## src/rtl/line_serializer.sv

```systemverilog
// rtl/line_serializer.sv - critical-word-first line serializer; LINE_SERIALIZER_WRAP_EN enables modulo-BEATS wrap
module line_serializer #(
  parameter  int LINE_WIDTH = 32,
  parameter  int UNIT_WIDTH = 4,
  localparam int BEATS      = LINE_WIDTH / UNIT_WIDTH,
  localparam int IDX_W      = $clog2(BEATS),
  localparam int LEN_W      = $clog2(BEATS) + 1
) (
  input  logic                  clk,
  input  logic                  rst_n,
  input  logic                  in_valid,
  output logic                  in_ready,
  input  logic [LINE_WIDTH-1:0] in_line,
  input  logic [IDX_W-1:0]      in_start,
  input  logic [LEN_W-1:0]      in_len,
  output logic                  out_valid,
  input  logic                  out_ready,
  output logic [UNIT_WIDTH-1:0] out_data,
  output logic [IDX_W-1:0]      out_idx,
  output logic                  out_last
);

  typedef enum logic {IDLE, SEND} state_t;

  state_t                state, state_nxt;
  logic [LINE_WIDTH-1:0] line_q;
  logic [IDX_W-1:0]      ptr, ptr_inc;
  logic [LEN_W-1:0]      rem;
  logic [LEN_W-1:0]      room, len_clamp, len_eff;
  logic [UNIT_WIDTH-1:0] cur_unit;
  logic                  accept, beat, last_beat;

  assign last_beat = (rem == LEN_W'(1));
  assign accept    = in_valid && in_ready;
  assign beat      = out_valid && out_ready;

  // Units left between the start index and the top of the line.
  assign room = LEN_W'(BEATS) - {1'b0, in_start};

  // Effective burst length: 0 and oversize requests mean a full line.
  always_comb begin
    len_clamp = in_len;
    if (in_len == '0 || in_len > LEN_W'(BEATS)) len_clamp = LEN_W'(BEATS);
`ifdef LINE_SERIALIZER_WRAP_EN
    len_eff = len_clamp;
`else
    len_eff = len_clamp;
    if (len_clamp > room) len_eff = room;
`endif
  end

  // Pointer advance: modulo BEATS when wrapping, otherwise pinned at the top unit.
`ifdef LINE_SERIALIZER_WRAP_EN
  assign ptr_inc = (ptr == IDX_W'(BEATS - 1)) ? '0 : ptr + 1'b1;
`else
  assign ptr_inc = (ptr == IDX_W'(BEATS - 1)) ? ptr : ptr + 1'b1;
`endif

  // Select the unit addressed by ptr (explicit mux keeps non-power-of-two BEATS safe).
  always_comb begin
    cur_unit = '0;
    for (int i = 0; i < BEATS; i++) begin
      if (ptr == IDX_W'(i)) cur_unit = line_q[i*UNIT_WIDTH +: UNIT_WIDTH];
    end
  end

  // State register.
  always_ff @(posedge clk or negedge rst_n) begin
    if (!rst_n) state <= IDLE;
    else        state <= state_nxt;
  end

  // Next state and request ready; a new request may chain onto the last beat.
  always_comb begin
    state_nxt = state;
    in_ready  = 1'b0;
    case (state)
      IDLE: begin
        in_ready = 1'b1;
        if (in_valid) state_nxt = SEND;
      end
      SEND: begin
        if (out_ready && last_beat) begin
          in_ready = 1'b1;
          if (!in_valid) state_nxt = IDLE;
        end
      end
      default: state_nxt = IDLE;
    endcase
  end

  // Burst datapath: capture on accept, advance on each consumed beat.
  always_ff @(posedge clk or negedge rst_n) begin
    if (!rst_n) begin
      line_q <= '0;
      ptr    <= '0;
      rem    <= '0;
    end else if (accept) begin
      line_q <= in_line;
      ptr    <= in_start;
      rem    <= len_eff;
    end else if (beat) begin
      ptr    <= ptr_inc;
      rem    <= rem - 1'b1;
    end
  end

  assign out_valid = (state == SEND);
  assign out_data  = out_valid ? cur_unit : '0;
  assign out_idx   = out_valid ? ptr : '0;
  assign out_last  = out_valid && last_beat;

endmodule

```

## config.mk

```make
export PLATFORM = sky130hd
export DESIGN_NAME = line_serializer
export DESIGN_NICKNAME = d
export VERILOG_FILES = /design/src/rtl/line_serializer.sv
export SDC_FILE = /design/constraint.sdc
export NUM_CORES = 1
export LEC_CHECK = 0
export CAP_MARGIN = 30
export CORE_MARGIN = 5
export CORE_UTILIZATION = 30
export DETAILED_ROUTE_END_ITERATION = 16
export GPL_TIMING_DRIVEN = 0
export PLACE_DENSITY = 0.59
export SLEW_MARGIN = 20
export SYNTH_ARGS = -nofsm -noshare
export SYNTH_HDL_FRONTEND = slang
export SYNTH_SLANG_ARGS = --single-unit
```

## constraint.sdc

```tcl
create_clock -name clk -period 2.5 [get_ports clk]
set_clock_uncertainty 0.2 [all_clocks]
set_input_delay 0.5 -clock clk [delete_from_list [all_inputs] [get_ports clk]]
set_output_delay 0.5 -clock clk [all_outputs]
set_load 0.005 [all_outputs]
```

After elaboration in Yosys (flattened, before gate mapping). Index checks and enable logic that the tools add are counted.

Order comparisons: 2. Add/sub/neg operators: 3. Reduce and logical (&&, ||, !) cells: 9. Bitwise logic cells: 1. Muxes and demuxes: 22. Equality and inequality tests: 9.

Operators by type and width (number): 4-bit two-way mux (13); 3-bit == test (second input constant) (4); 3-bit two-way mux (4); 3-bit by 2-bit == test with 1-bit output (second input constant) (2); 4-bit by 1-bit == test with 1-bit output (second input constant) (1); 4-bit greater-than comparator (1); 4-bit greater-than comparator (second input constant) (1); 1-bit logical AND (4); 4-bit zero test (1); 1-bit case mux with 2 select lines (2); 4-bit by 1-bit subtractor with 4-bit output (second input constant) (1); 4-bit by 3-bit subtractor with 4-bit output (first input constant) (1); 3-bit by 1-bit adder with 3-bit output (second input constant) (1); 3-bit by 1-bit == test with 1-bit output (second input constant) (1); 3-bit zero test (1); 1-bit two-way mux (3); 2-bit != test (second input constant) (1); 2-bit AND reduction (1); 2-bit nonzero test (1); 1-bit logical OR (1); 1-bit NOT (1).

Output and inout bits: 10. Word-level logic and storage cells: 50. Register bits: 40.

Longest topological paths before layout.
Word-level depth: 10. Gate-level depth with buffers: 9. Depth with buffers taken out: 9.

Worst setup path after synthesis. No wires, ideal clock.

Path type: input to register. From: in in_start[0]. To: reg rem[0]. Data arrival time: 2.024 ns. Setup slack: 0.182 ns. Cell stages on the path: 9. Buffers on the path: 0. Cell sequence: inv_1 -> ha_1 -> xor2_1 -> ha_1 -> o21ai_1 -> a21oi_1 -> o21a_2 -> mux2_2 -> a221oi_2.

Cells in the longest elaborated chain, start to end: 4.

RTL lines: start: declaration (RTL line 14) `input logic [IDX_W-1:0] in_start,`; 4-bit by 3-bit subtractor with 4-bit output * (RTL line 38) `assign room = LEN_W'(BEATS) - {1'b0, in_start};`; 4-bit greater-than comparator (RTL line 48) `if (len_clamp > room) len_eff = room;`; 4-bit two-way mux * (RTL line 48); 4-bit two-way mux * (RTL line 98) `end else if (accept) begin`; end signal: assignment (RTL line 101) `rem <= len_eff;`; end signal: assignment (RTL line 104) `rem <= rem - 1'b1;`; end: declaration (RTL line 28) `logic [LEN_W-1:0] rem;`.

Mark *: on every way between the ends. The rest lies on a longest branch, timed or not. A chain may end at the register's enable or synchronous reset.

Final worst setup path.
From: reg ptr[1]. To: out out_data[2].

Cells in the longest elaborated chain, start to end: 10. Elaborated cells on any way between the ends: 17. Those cells by class: 7 x eq/ne; 9 x mux; 1 x reduce/logical.

RTL lines: start: declaration (RTL line 27) `logic [IDX_W-1:0] ptr, ptr_inc;`; start signal: assignment (RTL line 100) `ptr <= in_start;`; start signal: assignment (RTL line 103) `ptr <= ptr_inc;`; 3-bit zero test (RTL line 63) `if (ptr == IDX_W'(i)) cur_unit = line_q[i*UNIT_WIDTH +: UNIT_WIDTH];`; 4-bit two-way mux (7 in a row) (RTL line 63); 4-bit two-way mux * (RTL line 63); 4-bit two-way mux * (RTL line 109) `assign out_data = out_valid ? cur_unit : '0;`; end: declaration (RTL line 18) `output logic [UNIT_WIDTH-1:0] out_data,`.

Marks and branches as above.

==> reports/results.txt <==
IR analysis of the VDD net gives a maximum drop of 0.469 mV. For hold timing, the worst endpoint is line_q[17]$_DFFE_PN0P_. The initial utilization of the core area, before any placement, comes to 30.7%. In this run, the number of DRC markers left after iteration 0 of detailed routing was 87.

Final worst slack: -255 ps. In the routed design, unresolved DRC markers number 0. The logs give 0.363 GHz for the fmax and 6.44 mm for the aggregate routed wire length. Yosys mapped a number of flops with a built-in enable equal to 0. In the post-synthesis netlist, the cell with the most instances is nand2_1.

The total number of vias came out at 2199. The worst setup path is captured at an output pin. Setup repair after global routing could not meet its margin everywhere.

Before CTS, the worst setup slack after placement is -586 ps. The post-layout minimum cycle time is 2750 ps. The worst setup path is of the register to output pin kind. For this run, the number of Yosys warnings is 0. The ratio of cells with drive above 1 in the final layout is 21.8%, and the placer's final routability congestion estimate is 0.855. Setup violations remaining at the end of the flow were counted as 4. The worst register-to-register path has a depth of 8.

The fraction of synthesized cell area taken by the top area cell type was 42.1%; the clock transition at the registers of the reported paths was 90 ps. 53 I/O pins were placed. The tools report the count of endpoints failing hold in the final timing report as 0. The core region is 7730 µm².

The via count of the first global-routing pass was 2199. The count of buffers added on input and output ports is 52. The final reports fail on setup timing. After detailed routing, the average wire length per cell comes to 14.0 µm.

Counting instances, the worst hold path has a depth of 2. Entering global routing, the biggest net connects 25 pins. TritonCTS built the clock tree.

Yosys attributes the largest share of cell area to dfrtp_1 42%, nand2_1 17%, ha_1 6.8%. Once detailed placement completed, the half-perimeter wirelength came to 4.78 mm. The number of antenna violations at the first check in global routing was 0. Global routing finished with a remaining overflow of 0. The tools report the combined global-route utilization of all metal layers as 13.3%. Final cycle utilization of the critical path: 110%.

The tools report the number of max-cap violations as 0. dfrtp_1 takes more of the synthesized area than any other cell. The number of register bits inferred by synthesis was 40. The endpoint of the most critical register-to-register path was rem[3]$_DFFE_PN0P_. The fill cell instance count of the final layout was 739.

The mean cell area of the mapped netlist is 8.25 µm², and the global-route wire length before repair is 10.8 mm. For this run, the share of the core covered by cells in the final layout is 44.1%. The unique cell type count in the Yosys netlist came out at 40. The area overhead of the layout relative to synthesis is 43.4%. The net count of the finished layout is 413. The sequential fraction of the synthesis area is 42.1%.

The cell count after synthesis came out at 288. The die covers 9800 µm². The pre-antenna-repair detailed-routing pass consisted of 4 iterations. For this design the ratio of total power to cell area is 1050 nW/µm².

STA classifies the critical path startpoint as a register. For the pin with the worst max-slew slack, the measured transition is 405 ps. Type of the tightest min-delay check: register to register. In this run the remaining antenna-violating nets after routing total 0. The tools report the headroom to the max-slew limit as 73.0%.

The number of nets handed over by synthesis was 344. The startpoint identified for the worst register-to-register timing path is rem[1]$_DFFE_PN0P_. 0 antenna diodes ended up in the layout.

The run gives 2 as the deepest level of the CTS H-tree. The leakage power summed over all cells is 1.57 nW, and the largest fanout on the critical path is 5. The number of clock buffers added by TritonCTS is 5. The most used flip-flop cell after synthesis was dfrtp_1. In this run the most critical hold path is launched from line_q[17]$_DFFE_PN0P_. The buffer type at the clock tree root is clkbuf_8. For the worst-skew pair, the clock arrives at the later sink with an insertion delay of 290 ps. The worst register-to-register path has a setup slack of 630 ps.

Of all flip-flops after synthesis, the portion carrying an async set or reset was 100%. The run finished, with violations left. After synthesis, the most frequently instantiated cells are 105 x nand2_1, 40 x dfrtp_1, 13 x ha_1. The floorplan step set the die width to 99.0 µm.

The clock passes through at most 2 buffers. The count of final max-slew check failures is 0, and the height of the chip is 99.0 µm. The clock net in this run drives a total of 40 sinks. The mean number of vias per cell was 4.78. At the worst endpoint, the required time is 1800 ps. The run gives 2050 ps as the critical path data arrival time. The run gives 32 as the number of rows created at floorplan.

After synthesis the cells add up to 2370 µm².
critical path, stage by stage (launching register included):
cell and delay (ps):
dfrtp_2 490, ha_4 200, ha_4 170, and2_1 150
o22ai_1 110, nor2b_2 170, o22ai_2 80, a32o_1 260
buf_2 130
stage by stage:
| stage | instances | area, µm² | TNS (ps) | power (mW) | hold WS [ps] |
|---|---|---|---|---|---|
| final | 460 | 3400 | -954 | 3.57 | 279 |
| after global routing | 460 | 3400 | -1180 | 3.84 | 306 |
| after CTS | 455 | 3270 | -972 | 3.39 | 286 |
| after detailed placement | 443 | 3040 | -3790 | 2.72 | 252 |
| after global placement | 442 | 3020 | -15900 | 2.67 | 261 |
| after floorplan | 288 | 2370 | 0 | 2.11 | 4.41 |
layer usage:
metal	global-route usage (%)	share of wire, %
met4	2.84	0.87
met5	0	0
met3	2.62	4.6
met1	18.2	48
met2	21.7	46
worst max path at each step:
stage	cells past startpoint	from	slack [ps]	end
2_1_floorplan	9	in_start[0]	180	rem[0]$_DFFE_PN0P_
3_3_place_gp	9	ptr[1]$_DFFE_PN0P_	-570	out_data[0]
3_5_place_dp	9	ptr[1]$_DFFE_PN0P_	-590	out_data[0]
4_1_cts	8	ptr[1]$_DFFE_PN0P_	-260	out_data[0]
5_1_grt	8	ptr[1]$_DFFE_PN0P_	-310	out_data[1]
6_report	8	ptr[1]$_DFFE_PN0P_	-250	out_data[2]
timing repair:
action	4_1_cts	5_1_grt
setup endpoints to repair	11	6
resized for setup	51	27
hold buffers	1	0
pin swaps	16	10
buffers inserted	3	5
hold endpoints to repair	16	0
registers in the layout, indices dropped and copies added (netlist names):
signal	cells
rem	4
line_q	32
ptr	3
out_valid	1
power by group:
group	total, mW	switching (mW)	internal [mW]
Sequential	1.20	0.255	0.949
Combinational	1.84	0.869	0.966
Clock	0.533	0.237	0.296
layout by cell type (no fill, tap or decap), drive strengths merged, types with 2 or more instances in the layout:
cell type	count
or2	2
o22ai	11
nand3b	4
nor3	3
o21ai	8
a2bb2oi	2
dfrtp	40
a221oi	2
nand3	5
clkbuf	8
a21oi	12
nand2b	5
inv	9
mux2i	2
dlygate4sd2	2
a22o	4
a32o	4
nor2	11
nor2b	11
ha	13
and2	8
nand2	105
clkdlybuf4s50	44
buf	26
area by class of cell:
cell class	count	area (µm²)	share of cell area (%)
flip-flops and latches	40	1010	29.6
multi-input cells	225	1440	42.3
plain buffers	14	97.6	2.87
inverters	9	38.8	1.14
repair buffers	62	582	17.1
clock inverters	3	42.5	1.25
well taps	102	128	3.75
clock buffers	5	68.8	2.02
kinds of logic after synthesis:
kind of cell             after synthesis  share of synthesized area, %
multiplexers                           3                          1.32
AO/OA/AOI/OAI                         48                          14.1
XOR/XNOR                               1                         0.369
adder cells (fa/ha/maj)               13                          6.85
flip-flops                            40                          42.1
buffers and inverters                 23                          4.53
AND/OR/NAND/NOR                      160                          30.7
(Power assumes the default switching activity.)
